**src/rtl/fft_pkg.sv**
```systemverilog
// Shared types and butterfly address math for the radix-2 DIT FFT stage controller.
package fft_pkg;

  localparam int unsigned LOG2N_MAX = 12;
  localparam int unsigned STG_W     = 4;

  typedef enum logic [2:0] {
    ST_IDLE,
    ST_RD,
    ST_RDW,
    ST_BUTT,
    ST_WRA,
    ST_WRB,
    ST_STG,
    ST_FIN
  } fft_ctrl_state_e;

  typedef struct packed {
    logic [LOG2N_MAX-1:0] addr_a;
    logic [LOG2N_MAX-1:0] addr_b;
    logic [LOG2N_MAX-2:0] tw_idx;
  } bfly_addr_t;

  // Pair and twiddle for butterfly b of stage s, computed at the maximum supported size.
  function automatic bfly_addr_t bfly_addr(input logic [STG_W-1:0]     s,
                                           input logic [LOG2N_MAX-2:0] b,
                                           input logic [STG_W-1:0]     log2n);
    logic [LOG2N_MAX-1:0] span;
    logic [LOG2N_MAX-1:0] pos;
    logic [LOG2N_MAX-1:0] grp;
    logic [LOG2N_MAX-1:0] a;
    bfly_addr_t           r;
    span = LOG2N_MAX'(1) << s;
    pos  = {1'b0, b} & (span - LOG2N_MAX'(1));
    grp  = {1'b0, b} >> s;
    a    = (grp << (s + STG_W'(1))) | pos;
    r.addr_a = a;
    r.addr_b = a + span;
    r.tw_idx = (LOG2N_MAX-1)'(pos << (log2n - STG_W'(1) - s));
    return r;
  endfunction

endpackage

```
**src/rtl/fft_addr_gen.sv**
```systemverilog
// Registered butterfly address / twiddle generator; loads a new (stage, butterfly) on ld.
module fft_addr_gen
  import fft_pkg::*;
#(
  parameter int unsigned LOG2N = 11
) (
  input  logic               clk,
  input  logic               rst_n,
  input  logic               clr,
  input  logic               ld,
  input  logic [STG_W-1:0]   stage,
  input  logic [LOG2N-2:0]   bfly,
  output logic [LOG2N-1:0]   addr_a,
  output logic [LOG2N-1:0]   addr_b,
  output logic [LOG2N-2:0]   tw_idx
);

  bfly_addr_t nxt;
  logic       unused_addr_bits;

  assign nxt = bfly_addr(stage, (LOG2N_MAX-1)'(bfly), STG_W'(LOG2N));
  // Upper bits are zero for LOG2N below the maximum.
  assign unused_addr_bits = ^nxt;

  always_ff @(posedge clk or negedge rst_n) begin
    if (!rst_n) begin
      addr_a <= '0;
      addr_b <= '0;
      tw_idx <= '0;
    end else if (clr) begin
      addr_a <= '0;
      addr_b <= '0;
      tw_idx <= '0;
    end else if (ld) begin
      addr_a <= LOG2N'(nxt.addr_a);
      addr_b <= LOG2N'(nxt.addr_b);
      tw_idx <= (LOG2N-1)'(nxt.tw_idx);
    end
  end

endmodule

```
**src/rtl/fft_stage_ctrl.sv**
```systemverilog
// Control FSM for the in-place radix-2 DIT FFT: stage/butterfly sequencing, bank ping-pong, handshakes.
// Optional IFFT support (i_inverse, o_tw_conj, o_scale) when FFT_STAGE_CTRL_INVERSE_EN is defined.
module fft_stage_ctrl
  import fft_pkg::*;
#(
  parameter int unsigned LOG2N  = 11,
  parameter int unsigned RD_LAT = 1
) (
  input  logic             i_clk,
  input  logic             i_rst_n,
  input  logic             i_en,
  input  logic             i_abort,
  input  logic             i_bfly_done,
`ifdef FFT_STAGE_CTRL_INVERSE_EN
  input  logic             i_inverse,
  output logic             o_tw_conj,
  output logic             o_scale,
`endif
  output logic             o_rd_en,
  output logic             o_rd_bank,
  output logic [LOG2N-1:0] o_addr_a,
  output logic [LOG2N-1:0] o_addr_b,
  output logic [LOG2N-2:0] o_tw_idx,
  output logic             o_bfly_en,
  output logic             o_wr_en,
  output logic             o_wr_sel,
  output logic             o_busy,
  output logic             o_done,
  output logic             o_result_bank
);

  localparam int unsigned BW    = LOG2N - 1;
  localparam int unsigned LAT_W = 3;
  localparam logic [STG_W-1:0] LAST_STG  = STG_W'(LOG2N - 1);
  localparam logic [BW-1:0]    LAST_BFLY = '1;
  localparam logic [LAT_W-1:0] LAST_LAT  = LAT_W'(RD_LAT - 1);

  fft_ctrl_state_e   state;
  logic [STG_W-1:0]  stage;
  logic [BW-1:0]     bfly;
  logic [LAT_W-1:0]  lat_cnt;

  logic              enter_rd_c;
  logic              clr_c;
  logic [STG_W-1:0]  ld_stage_c;
  logic [BW-1:0]     ld_bfly_c;

  // Next butterfly coordinates, shared by the counters and the address generator.
  always_comb begin
    enter_rd_c = 1'b0;
    clr_c      = 1'b0;
    ld_stage_c = stage;
    ld_bfly_c  = '0;
    if (state != ST_IDLE && i_abort) begin
      clr_c = 1'b1;
    end else begin
      case (state)
        ST_IDLE: if (i_en) begin
          enter_rd_c = 1'b1;
          ld_stage_c = '0;
        end
        ST_WRB: if (bfly != LAST_BFLY) begin
          enter_rd_c = 1'b1;
          ld_bfly_c  = bfly + BW'(1);
        end
        ST_STG: if (stage != LAST_STG) begin
          enter_rd_c = 1'b1;
          ld_stage_c = stage + STG_W'(1);
        end
        default: ;
      endcase
    end
  end

  fft_addr_gen #(.LOG2N(LOG2N)) u_addr_gen (
    .clk    (i_clk),
    .rst_n  (i_rst_n),
    .clr    (clr_c),
    .ld     (enter_rd_c),
    .stage  (ld_stage_c),
    .bfly   (ld_bfly_c),
    .addr_a (o_addr_a),
    .addr_b (o_addr_b),
    .tw_idx (o_tw_idx)
  );

  // Strobes default low each cycle and are raised on entry to the state that owns them.
  always_ff @(posedge i_clk or negedge i_rst_n) begin
    if (!i_rst_n) begin
      state         <= ST_IDLE;
      stage         <= '0;
      bfly          <= '0;
      lat_cnt       <= '0;
      o_rd_en       <= 1'b0;
      o_rd_bank     <= 1'b0;
      o_bfly_en     <= 1'b0;
      o_wr_en       <= 1'b0;
      o_wr_sel      <= 1'b0;
      o_busy        <= 1'b0;
      o_done        <= 1'b0;
      o_result_bank <= 1'b0;
    end else begin
      o_rd_en   <= 1'b0;
      o_bfly_en <= 1'b0;
      o_wr_en   <= 1'b0;
      o_wr_sel  <= 1'b0;
      o_done    <= 1'b0;
      if (clr_c) begin
        state     <= ST_IDLE;
        stage     <= '0;
        bfly      <= '0;
        lat_cnt   <= '0;
        o_rd_bank <= 1'b0;
        o_busy    <= 1'b0;
      end else begin
        if (enter_rd_c) begin
          state   <= ST_RD;
          stage   <= ld_stage_c;
          bfly    <= ld_bfly_c;
          o_rd_en <= 1'b1;
          o_busy  <= 1'b1;
        end
        case (state)
          ST_IDLE: if (i_en) o_rd_bank <= 1'b0;
          ST_RD: begin
            state   <= ST_RDW;
            lat_cnt <= '0;
          end
          ST_RDW: begin
            if (lat_cnt == LAST_LAT) begin
              state     <= ST_BUTT;
              o_bfly_en <= 1'b1;
            end else begin
              lat_cnt <= lat_cnt + LAT_W'(1);
            end
          end
          ST_BUTT: begin
            if (i_bfly_done) begin
              state   <= ST_WRA;
              o_wr_en <= 1'b1;
            end else begin
              o_bfly_en <= 1'b1;
            end
          end
          ST_WRA: begin
            state    <= ST_WRB;
            o_wr_en  <= 1'b1;
            o_wr_sel <= 1'b1;
          end
          ST_WRB: if (!enter_rd_c) state <= ST_STG;
          ST_STG: begin
            o_rd_bank <= ~o_rd_bank;
            bfly      <= '0;
            if (!enter_rd_c) begin
              state         <= ST_FIN;
              o_done        <= 1'b1;
              o_result_bank <= 1'(LOG2N % 2);
            end
          end
          ST_FIN: begin
            state  <= ST_IDLE;
            o_busy <= 1'b0;
          end
          default: state <= ST_IDLE;
        endcase
      end
    end
  end

`ifdef FFT_STAGE_CTRL_INVERSE_EN
  // Direction is captured at start; scaling is requested on both write cycles.
  always_ff @(posedge i_clk or negedge i_rst_n) begin
    if (!i_rst_n) begin
      o_tw_conj <= 1'b0;
      o_scale   <= 1'b0;
    end else begin
      if (state == ST_IDLE && i_en) o_tw_conj <= i_inverse;
      o_scale <= !clr_c && ((state == ST_BUTT && i_bfly_done) || state == ST_WRA);
    end
  end
`else
  // Forward-only build: no conjugation or per-stage scaling outputs.
`endif

endmodule

```
**config.mk**
```make
export PLATFORM = sky130hd
export DESIGN_NAME = fft_stage_ctrl
export DESIGN_NICKNAME = d
export VERILOG_FILES = /design/src/rtl/fft_pkg.sv /design/src/rtl/fft_addr_gen.sv /design/src/rtl/fft_stage_ctrl.sv
export SDC_FILE = /design/constraint.sdc
export NUM_CORES = 1
export LEC_CHECK = 0
export CORE_MARGIN = 3
export CORE_UTILIZATION = 45
export CTS_CLUSTER_DIAMETER = 100
export DETAILED_ROUTE_END_ITERATION = 8
export REMOVE_ABC_BUFFERS = 1
export SYNTH_ARGS = -nofsm -noshare
export SYNTH_HDL_FRONTEND = slang
export SYNTH_HIERARCHICAL = 1
export SYNTH_SLANG_ARGS = --single-unit
export TNS_END_PERCENT = 30
```
**constraint.sdc**
```tcl
create_clock -name i_clk -period 6.3 [get_ports i_clk]
set_input_delay 0.945 -clock i_clk [delete_from_list [all_inputs] [get_ports i_clk]]
set_output_delay 0.945 -clock i_clk [all_outputs]
set_load 0.01 [all_outputs]
```
==> qor.yml <==
rows: 37
post-cts-setup-buffers: 0
area_delta_synth_final_pct: 18.73
track_usage: 0.2393
layout-drive-gt1-share: 0.1099
synth_cells: 579
cts-buffers-inserted: 9
slew_headroom: 0.4772
clkTransAtPathRegs_ps: 80
fin_setup_tns_ps: 0
htreeDepth: 3
nets: 660
syn_area_sq_um: 4882
vias: 4638
rr_worst_depth: 19
routabilityCongestion: 0.9241
cp_cell_sequence: "clkdlybuf4s50_1 > or4b_4 > o21a_2 > or2_4 > a21o_1 > inv_1 > ha_1 > nand2_1 > ha_1 > nor2b_1 > a21o_1 > fa_1 > a21oi_1 > nor2_1 > or3_1 > inv_1 > a211oi_1 > a2111o_1 > a32o_1"
finalSetupViolCount: 0
drc: 0
ys_seq_area_frac: 0.3075
clock-sinks: 60
ir_drop_mv: 0.1417
crit_family: "compound AO/OA/AOI/OAI gates"
grt_pass1_vias: 4408
drt_iter0_drc: 352
worstSetupPathType: "input pin to register"
wl_per_cell_microns: 18.16
r2r-end: "u_addr_gen/addr_b[10]"
p_leak_nw: 2.607
start_util: 0.4687
root_buffer: "clkbuf_8"
min-delay-start: "o_result_bank"
grt_max_degree: 61
hold_class: "register to register"
slew_violations: 0
hold-worst-slack_ps: 476.3
synth-seq-cells: 60
synth_top_area_share: 0.3075
yosys.area.top_type: "dfrtp_1"
critPathSlowestCell: "or4b_4"
muxShareOfSynthArea: 0.07560
ant_nets: 0
r2r-start: "state[2]"
max_freq_mhz: 176.2
critPathMaxFanout: 9
via_per_inst: 6.000
grt_overflow: 0
yosysWarnings: 6
cap_viol_max_count: 0
synthSimpleGateAreaFrac: 0.2214
die_w_microns: 110.2
ys_top_cells_by_area: "dfrtp_1 31%, ha_1 5.6%, nor2_1 4.7%, nand2_1 4.1%, mux2i_1 3.9%"
rsz0062_at_grt: "false"
grt_pass1_wl_microns: 22650
dieArea_sq_um: 12140
clkLatencyLatePin_ps: 360
rrSetupSlack_ps: 920
core_sq_um: 10420
finalCriticalPeriod_ps: 5674
port_buffers: 44
synth_xor_area_frac: 0.03383
wl_microns: 14040
cp-end-kind: "register"
ios: 45
synthAdderAreaFrac: 0.06253
cts_tree: "yes"
period_share: 0.9006
finClkSkew_ps: 6.209
hold_depth: 1
synthArstFlopShare: 1.000
cts_resized: 0
postCtsHoldBufs: 0
synth_top_family_by_area: "compound AO/OA/AOI/OAI gates"
min_to: "o_result_bank"
num_antenna_cells: 0
cp_num_buf_inv: 3
status: "complete, no violations"
cellPowerDensity_nw_per_um2: 228.8
synth_compound_area_frac: 0.2512
dr.pass1.iters: 5
synth_flop_cell: "dfrtp_1"
arrival_ps: 5930
worstPathRequired_ps: 6550
tightest_slew_ps: 784.1
synth_cell_types: 79
slowest_delay_ps: 500
startpoint_type: "input pin"
hpwl_microns: 10520
antenna_found_initial: 0
clockBufferDepth: 2
syn_avg_cell_area_sq_um: 8.432
hold_violations: 0
synth_enable_flop_cells: 0
die_height_microns: 110.2
[per-layer routing]
layer | up-vias | track usage | wire (microns)
met5 | - | 0 | 0
met4 | 0 | 0.1099 | 369
met3 | 28 | 0.03145 | 751
met2 | 144 | 0.3549 | 6180
met1 | 2234 | 0.3454 | 6739
li1 | 2232 | - | -
[area by class of cell]
cell class / instances / area (sq um)
Fill cell: 1001 / 4619
Multi-Input combinational cell: 464 / 3147
Sequential cell: 60 / 1501
Timing Repair Buffer: 70 / 630.6
Tap cell: 136 / 170.2
Clock buffer: 9 / 123.9
Clock inverter: 7 / 122.6
Inverter: 27 / 101.3
[power by group]
part,leakage [nW],internal (mW),switching [mW]
combinational,1.67,0.168,0.244
sequential,0.820,0.428,0.0421
clock,0.116,0.265,0.179
total,2.61,0.861,0.465
[flip-flops by register name (all words and copies together), names as in the netlist]
| register | flops |
|---|---|
| o_wr_en | 1 |
| o_rd_en | 1 |
| o_bfly_en | 1 |
| o_wr_sel | 1 |
| u_addr_gen/addr_b | 11 |
| bfly | 10 |
| o_rd_bank | 1 |
| u_addr_gen/addr_a | 11 |
| lat_cnt | 3 |
| o_busy | 1 |
| o_result_bank | 1 |
| u_addr_gen/tw_idx | 10 |
| o_done | 1 |
| stage | 4 |
| state | 3 |
[cells in the mapped netlist, drive strengths merged, types with 6 or more instances]
cell and count:
nor2b 13, o31ai 8, o21ai 38, nand2 53, ha 22, a21o 16, a31oi 7, mux2 10
clkbuf 19, a21oi 31, nand3 19, and3 7, mux2i 20, dfrtp 60, nor2 62, a211oi 11
buf 9, xor2 6, nand2b 8, or3 7, xnor2 12, nor3 9, and2 11, o21a 9
inv 26
[worst max path at each step]
stage                       start                    end  slack (ps)  depth (start not counted)
final                        i_en  u_addr_gen/addr_b[10]         630                         19
after global routing         i_en  u_addr_gen/addr_b[10]         280                         18
after CTS                    i_en  u_addr_gen/addr_b[10]         710                         19
after detailed placement     i_en  u_addr_gen/addr_b[10]         350                         19
after global placement       i_en  u_addr_gen/addr_b[10]         380                         19
after floorplan           i_abort  u_addr_gen/addr_b[10]         150                         15
[kinds of logic (layout without fill, tap and decap cells)]
group,after synthesis,in the layout
AO/OA/AOI/OAI,173,173
XOR/XNOR,18,18
adder cells (fa/ha/maj),24,24
buffers and inverters,55,113
flip-flops,60,60
multiplexers,32,32
AND/OR/NAND/NOR,217,217
[worst register-to-register path, cell delays in order (launching register included)]
cell and delay (ps):
dfrtp_1 580, nor3_1 500, nand2b_1 250, inv_1 90, or2_4 270, a21o_1 310
inv_1 290, ha_1 390, nand2_1 180, ha_1 320, nor2b_1 70, a21o_1 200
fa_1 430, a21oi_1 150, nor2_1 70, or3_1 330, inv_1 130, a211oi_1 80
a2111o_1 390, a32o_1 260
[cells in the final DEF (no fill, tap or decap), drive strengths merged, types with 4 or more instances in the layout]
| cell | instances |
|---|---|
| nor3 | 9 |
| and2 | 11 |
| or3 | 7 |
| clkbuf | 9 |
| o31ai | 8 |
| nand2 | 53 |
| o21ai | 38 |
| a21o | 16 |
| mux2i | 20 |
| clkdlybuf4s50 | 43 |
| nor2b | 13 |
| xor2 | 6 |
| xnor2 | 12 |
| nand2b | 8 |
| nand3 | 19 |
| o22a | 4 |
| and3 | 7 |
| a22o | 5 |
| a32o | 5 |
| o21a | 9 |
| a21oi | 31 |
| a211oi | 11 |
| nor2 | 62 |
| ha | 22 |
| a31oi | 7 |
| a32oi | 5 |
| dfrtp | 60 |
| nand3b | 4 |
| inv | 27 |
| nand4 | 5 |
| buf | 27 |
| mux2 | 10 |
[through the flow]
stage          utilization  cell area [sq um]  cells  total power [mW]  setup WS [ps]
5_1_grt             0.5565               5797    773             1.399          282.1
3_5_place_dp        0.5329               5550    757            0.8878          350.9
3_3_place_gp        0.5329               5550    757            0.8819          380.2
6_report            0.5565               5797    773             1.327          626.1
2_1_floorplan            -               4750    551            0.7034          150.7
4_1_cts             0.5565               5797    773             1.341          708.8
Note: power is estimated with default switching activity, not from simulation.
